[config.mk]
export PLATFORM = sky130hd
export DESIGN_NAME = muldiv_unit
export DESIGN_NICKNAME = d
export VERILOG_FILES = /design/src/rtl/muldiv_unit.sv
export SDC_FILE = /design/constraint.sdc
export NUM_CORES = 2
export LEC_CHECK = 0
export CAP_MARGIN = 20
export CELL_PAD_IN_SITES_DETAIL_PLACEMENT = 0
export CELL_PAD_IN_SITES_GLOBAL_PLACEMENT = 1
export CORE_ASPECT_RATIO = 1.1
export CORE_MARGIN = 2
export CORE_UTILIZATION = 51
export CTS_CLUSTER_DIAMETER = 200
export CTS_CLUSTER_SIZE = 14
export DETAILED_ROUTE_END_ITERATION = 7
export PLACE_DENSITY_LB_ADDON = 0.2
export SYNTH_ARGS = -nofsm -noshare
export SYNTH_HDL_FRONTEND = slang
export SYNTH_SLANG_ARGS = --single-unit
[constraint.sdc]
create_clock -name clk -period 15.2 [get_ports clk]
set_input_delay 1.52 -clock clk [delete_from_list [all_inputs] [get_ports clk]]
set_output_delay 1.52 -clock clk [all_outputs]
set_load 0.01 [all_outputs]
[src/rtl/muldiv_unit.sv]
// muldiv_unit: HI/LO multiply/divide unit with a fixed-latency multiplier and a radix-2 restoring divider.
// Define MDU_ABORT_EN to add the abort (pipeline flush) input.
module muldiv_unit #(
  parameter int WIDTH   = 32,
  parameter int MUL_LAT = 3
) (
  input  logic             clk,
  input  logic             reset,
  input  logic             start,
  input  logic [3:0]       op,
  input  logic [WIDTH-1:0] a,
  input  logic [WIDTH-1:0] b,
`ifdef MDU_ABORT_EN
  input  logic             abort,
`endif
  output logic             busy,
  output logic             done,
  output logic             div_zero,
  output logic [WIDTH-1:0] hi,
  output logic [WIDTH-1:0] lo
);
  localparam int CW = $clog2(WIDTH + MUL_LAT + 1);
  localparam int W2 = 2 * WIDTH;

  typedef enum logic [2:0] {IDLE, MUL, PREP, ITER, FIX} state_t;

  state_t           state_q, state_d;
  logic [CW-1:0]    cnt_q, cnt_d;
  logic [2:0]       mode_q, mode_d;
  logic [WIDTH-1:0] opa_q, opa_d, opb_q, opb_d;
  logic [WIDTH-1:0] rem_q, rem_d;
  logic [W2-1:0]    acc_q, acc_d;
  logic             qneg_q, qneg_d, rneg_q, rneg_d;
  logic [WIDTH-1:0] hi_d, lo_d;
  logic             done_d, div_zero_d;
  logic             abort_i;
  logic             sgn;
  logic [W2-1:0]    ext_a, ext_b, prod, mul_res;
  logic [WIDTH:0]   shifted, diff;

`ifdef MDU_ABORT_EN
  assign abort_i = abort;
`else
  assign abort_i = 1'b0;
`endif

  // mode_q = {accumulate, subtract, unsigned}; opa/opb hold operands, later |dividend|->quotient and |divisor|
  assign sgn     = ~mode_q[0];
  assign ext_a   = {{WIDTH{sgn & opa_q[WIDTH-1]}}, opa_q};
  assign ext_b   = {{WIDTH{sgn & opb_q[WIDTH-1]}}, opb_q};
  assign prod    = ext_a * ext_b;
  assign mul_res = mode_q[2] ? (mode_q[1] ? acc_q - prod : acc_q + prod) : prod;
  assign shifted = {rem_q, opa_q[WIDTH-1]};
  assign diff    = shifted - {1'b0, opb_q};
  assign busy    = (state_q != IDLE);

  always_comb begin
    state_d    = state_q;
    cnt_d      = cnt_q;
    mode_d     = mode_q;
    opa_d      = opa_q;
    opb_d      = opb_q;
    rem_d      = rem_q;
    acc_d      = acc_q;
    qneg_d     = qneg_q;
    rneg_d     = rneg_q;
    hi_d       = hi;
    lo_d       = lo;
    done_d     = 1'b0;
    div_zero_d = 1'b0;
    if (abort_i && state_q != IDLE) begin
      state_d = IDLE;
    end else begin
      case (state_q)
        IDLE: begin
          if (start && !abort_i) begin
            case (op)
              4'b0000, 4'b0001, 4'b1000, 4'b1001, 4'b1010, 4'b1011: begin
                state_d = MUL;
                cnt_d   = CW'(MUL_LAT - 1);
                mode_d  = {op[3], op[1], op[0]};
                opa_d   = a;
                opb_d   = b;
                acc_d   = {hi, lo};
              end
              4'b0010, 4'b0011: begin
                if (b == '0) begin
                  div_zero_d = 1'b1;
                end else begin
                  state_d = PREP;
                  mode_d  = {op[3], op[1], op[0]};
                  opa_d   = a;
                  opb_d   = b;
                end
              end
              4'b0100: hi_d = a;
              4'b0101: lo_d = a;
              default: ;
            endcase
          end
        end
        MUL: begin
          if (cnt_q == '0) begin
            {hi_d, lo_d} = mul_res;
            done_d       = 1'b1;
            state_d      = IDLE;
          end else begin
            cnt_d = cnt_q - CW'(1);
          end
        end
        PREP: begin
          qneg_d  = sgn & (opa_q[WIDTH-1] ^ opb_q[WIDTH-1]);
          rneg_d  = sgn & opa_q[WIDTH-1];
          opa_d   = (sgn && opa_q[WIDTH-1]) ? {WIDTH{1'b0}} - opa_q : opa_q;
          opb_d   = (sgn && opb_q[WIDTH-1]) ? {WIDTH{1'b0}} - opb_q : opb_q;
          rem_d   = '0;
          cnt_d   = CW'(WIDTH - 1);
          state_d = ITER;
        end
        ITER: begin
          // diff[WIDTH] is the borrow: set when the shifted remainder is below the divisor
          opa_d = {opa_q[WIDTH-2:0], ~diff[WIDTH]};
          rem_d = diff[WIDTH] ? shifted[WIDTH-1:0] : diff[WIDTH-1:0];
          if (cnt_q == '0) state_d = FIX;
          else cnt_d = cnt_q - CW'(1);
        end
        FIX: begin
          lo_d    = qneg_q ? {WIDTH{1'b0}} - opa_q : opa_q;
          hi_d    = rneg_q ? {WIDTH{1'b0}} - rem_q : rem_q;
          done_d  = 1'b1;
          state_d = IDLE;
        end
        default: state_d = IDLE;
      endcase
    end
  end

  always_ff @(posedge clk or negedge reset) begin
    if (!reset) begin
      state_q  <= IDLE;
      cnt_q    <= '0;
      mode_q   <= '0;
      opa_q    <= '0;
      opb_q    <= '0;
      rem_q    <= '0;
      acc_q    <= '0;
      qneg_q   <= 1'b0;
      rneg_q   <= 1'b0;
      hi       <= '0;
      lo       <= '0;
      done     <= 1'b0;
      div_zero <= 1'b0;
    end else begin
      state_q  <= state_d;
      cnt_q    <= cnt_d;
      mode_q   <= mode_d;
      opa_q    <= opa_d;
      opb_q    <= opb_d;
      rem_q    <= rem_d;
      acc_q    <= acc_d;
      qneg_q   <= qneg_d;
      rneg_q   <= rneg_d;
      hi       <= hi_d;
      lo       <= lo_d;
      done     <= done_d;
      div_zero <= div_zero_d;
    end
  end
endmodule
==> results.txt <==
----------------------------------------------------
[Global routing]
  First-pass GRT wire length ... 321,000 µm
  Vias in the first global route ... 50.0k
  Total gr overflow ... 0
  Antenna violations before repair ... 14
  Total Routing Usage GR ... 0.369
  Maximum number of pins on one net before global-route repair ... 75

[Routing]
  Via density per instance ... 5.98
  Post-detailed-routing wire length ... 215,000 µm
  Count of unresolved DRC violations after routing ... 0
  DRC violation total after the first TritonRoute iteration ... about 4.4k
  Remaining antenna violation count ... 0
  Total via count after detailed routing ... 48.9k
  First-pass iteration count of the detailed router ... 6
  Wirelength per Cell ... 26.3 µm

[Placement]
  Total half-perimeter wirelength after legalization and detailed placement ... 174,000 µm
  Last weighted congestion value of the routability-driven placer ... 1.01
  Total placed instance area ... 0.0611 mm²
  Number of I/O port buffers ... around 140

[Synth]
  Number of enable flip-flop cells after synthesis ... 0
  Register bit total from synthesis ... 240
  Post-Synthesis Net Count ... 8,253
  Register area share after synthesis ... 0.103
  Number of warning messages in the yosys log ... 0
  Most frequently used cell type in the post-synthesis netlist ... sky130_fd_sc_hd__inv_1
  Synth unique cells ... 95
  Most used standard cells in the synthesized netlist ... sky130_fd_sc_hd__inv_1, sky130_fd_sc_hd__fa_1, sky130_fd_sc_hd__nand2_1
  Share of synthesized flip-flops with an asynchronous set or reset ... 1.00
  Largest cells by area after synthesis ... sky130_fd_sc_hd__fa_1, sky130_fd_sc_hd__dfrtp_1, sky130_fd_sc_hd__inv_1
  Synth top area share ... 0.387
  Avg Cell Area, Syn ... 8.65 µm²
  Post-synthesis instance total ... 6,740
  Dominant cell type by area after synthesis ... sky130_fd_sc_hd__fa_1
  Most instantiated flip-flop cell in the synthesis netlist ... sky130_fd_sc_hd__dfrtp_1
  Area of the mapped netlist ... 0.0583 mm²

[Outcome]
  Run status ... completed

[Final layout]
  Area grow syn2layout ... 5.97%
  Cell area after layout ... about 0.06 mm²
  Layout cells sized above 1 ... 0.0446
  Number of fill cells ... 10.7k
  Number of nets in the final layout ... 8,161

[Clock network]
  Root Buffer ... sky130_fd_sc_hd__clkbuf_16
  Post-cts gate resize count ... 0
  Htree depth ... 1
  Clock-pin transition on the worst setup and hold timing paths ... roughly 0.10 ns
  Number of CTS-inserted buffers ... 21
  CTS Hold Buffers Added ... 0
  Number of clock sinks ... 240
  Number of buffers between clock root and the deepest sink ... 3
  TritonCTS clock tree ... yes
  Clock latency reported for the late side of the worst-skew pair ... a little over 0.6 ns
  Setup Fix Bufs, Post-CTS ... 0

[STA]
  Final number of max-transition violations ... 0
  Fmax ... 72.5 MHz
  Slew of the pin with the lowest slew margin ... 1.28 ns
  Total setup violations reported at the end of the flow ... 0
  Headroom to the max-slew limit ... 0.149
  Post-layout minimum cycle time ... around 14 ns
  Hold violation count in the final report ... 0
  RSZ-0062 raised after global routing ... no
  Clock skew after layout ... approximately 0.05 ns
  Setup TNS after final layout ... 0 ns
  Final hold slack ... 0.504 ns
  Fin crit share ... 0.907

[Floorplanning]
  Number of placement rows ... 130
  Core ar. ... 0.114 mm²
  I/O pin total ... 138
  Width of the die ... 326 µm
  Area of the die ... 0.117 mm²
  Starting density of the core ... 0.512
  Die height ... 359 µm

[Worst setup path]
  Arrival time worst endpoint ... between 10 and 15 ns
  Worst Setup Path Type ... reg -> reg
  Category of the worst setup path capture point ... flip-flop
  Critical Path Start Type ... flip-flop
  Standard cell with the maximum stage delay on the critical path ... sky130_fd_sc_hd__dfrtp_1
  Max Fanout on Critical Path ... 23
  Worst EP required ... between 15 and 20 ns
  CP most frequent cell ... sky130_fd_sc_hd__fa_1
  Worst stage delay on the critical path ... ~0.82 ns

[Worst hold path]
  Worst hold path type ... reg -> reg

[Job]
  Number of maximum-capacitance violations ... 0

----------------------------------------------------
[cell families (layout without fill, tap and decap cells)]
| family | count (synthesis) | after routing | synth area share |
|---|---|---|---|
| and+or+nand+nor | 2064 | 2064 | 0.164 |
| buffers and inverters | 1575 | 1489 | 0.102 |
| xor gates and xnor gates | 264 | 264 | 0.0397 |
| DFF | 240 | 240 | 0.103 |
| AOI/OAI and AO/OA | 1024 | 1024 | 0.113 |
| muxes | 131 | 131 | 0.0242 |
| other | 0 | 2 | 0 |
| adders and majority gates | 1442 | 1442 | 0.455 |
[placed cells by master (no fill, tap or decap), types with 173 or more instances in the layout]
cell type and n:
sky130_fd_sc_hd__inv_1 1174, sky130_fd_sc_hd__fa_1 1127, sky130_fd_sc_hd__nand2_1 977, sky130_fd_sc_hd__nor2_1 345, sky130_fd_sc_hd__ha_1 315, sky130_fd_sc_hd__and2_1 296, sky130_fd_sc_hd__o21ai_0 270, sky130_fd_sc_hd__a21oi_1 242
sky130_fd_sc_hd__dfrtp_1 236, sky130_fd_sc_hd__xnor2_1 173
[sequential cells by signal, indices dropped and copies added, names as in the netlist]
signal	flops
div_zero	1
mode_q	3
done	1
opa_q	32
hi	32
lo	32
cnt_q	6
qneg_q	1
state_q	3
opb_q	32
rneg_q	1
acc_q	64
rem_q	32
[through the flow]
| step | instances | setup slack, ns | utilization |
|---|---|---|---|
| detailed placement | 8139 | 1.61 | 0.537 |
| global route | 8172 | 0.830 | 0.542 |
| global placement | 8137 | 1.53 | 0.537 |
| CTS | 8168 | 1.57 | 0.542 |
| floorplan | 6740 | 4.28 | - |
| finish | 8174 | 1.41 | 0.542 |
[layout make-up]
type | instances | area, µm² | share of cell area
well taps | 1518 | 1900 | 0.0308
clock inverters | 3 | 22.5 | 0.000365
inverters | 1188 | 4460 | 0.0722
diodes | 2 | 5.00 | 0.0000810
multi-input cells | 4925 | 46400 | 0.751
repair buffers | 272 | 2410 | 0.0390
flip-flops and latches | 240 | 6010 | 0.0973
clock buffers | 26 | 544 | 0.00881
[metal layers]
layer	part of all wire	GRT usage	vias up
met3	0.093	0.0755	513
met1	0.40	0.488	25100
met4	0.056	0.171	12
met5	0.00040	0	-
met2	0.45	0.587	2226
li1	-	-	21000
[final timing paths]
path | start | end | slack (ns) | cells after the start
max | opb_q[6]$_DFFE_PN0P_ | hi[26]$_DFFE_PN0P_ | 1.41 | 42
min | lo[2]$_DFFE_PN0P_ | lo[2]$_DFFE_PN0P_ | 0.50 | 2
max reg2reg | opb_q[6]$_DFFE_PN0P_ | hi[26]$_DFFE_PN0P_ | 1.41 | 42
min reg2reg | lo[2]$_DFFE_PN0P_ | lo[2]$_DFFE_PN0P_ | 0.50 | 2
max in group asynchronous | reset | opb_q[7]$_DFFE_PN0P_ | 12.88 | 2
min in group asynchronous | reset | hi[31]$_DFFE_PN0P_ | 0.91 | 1
[worst max-delay path, delay by kind of cell (launching register included)]
kind	cells	cell delay, ns
compound gates	15	4.55
flops	1	0.82
buf+inv	8	0.92
simple gates	6	1.64
fa+ha+maj	10	4.97
xor+xnor	3	0.70
Power is left out: the tool's default activity adds up to more than one toggle a clock period on the data nets, which glitch-free logic cannot reach.
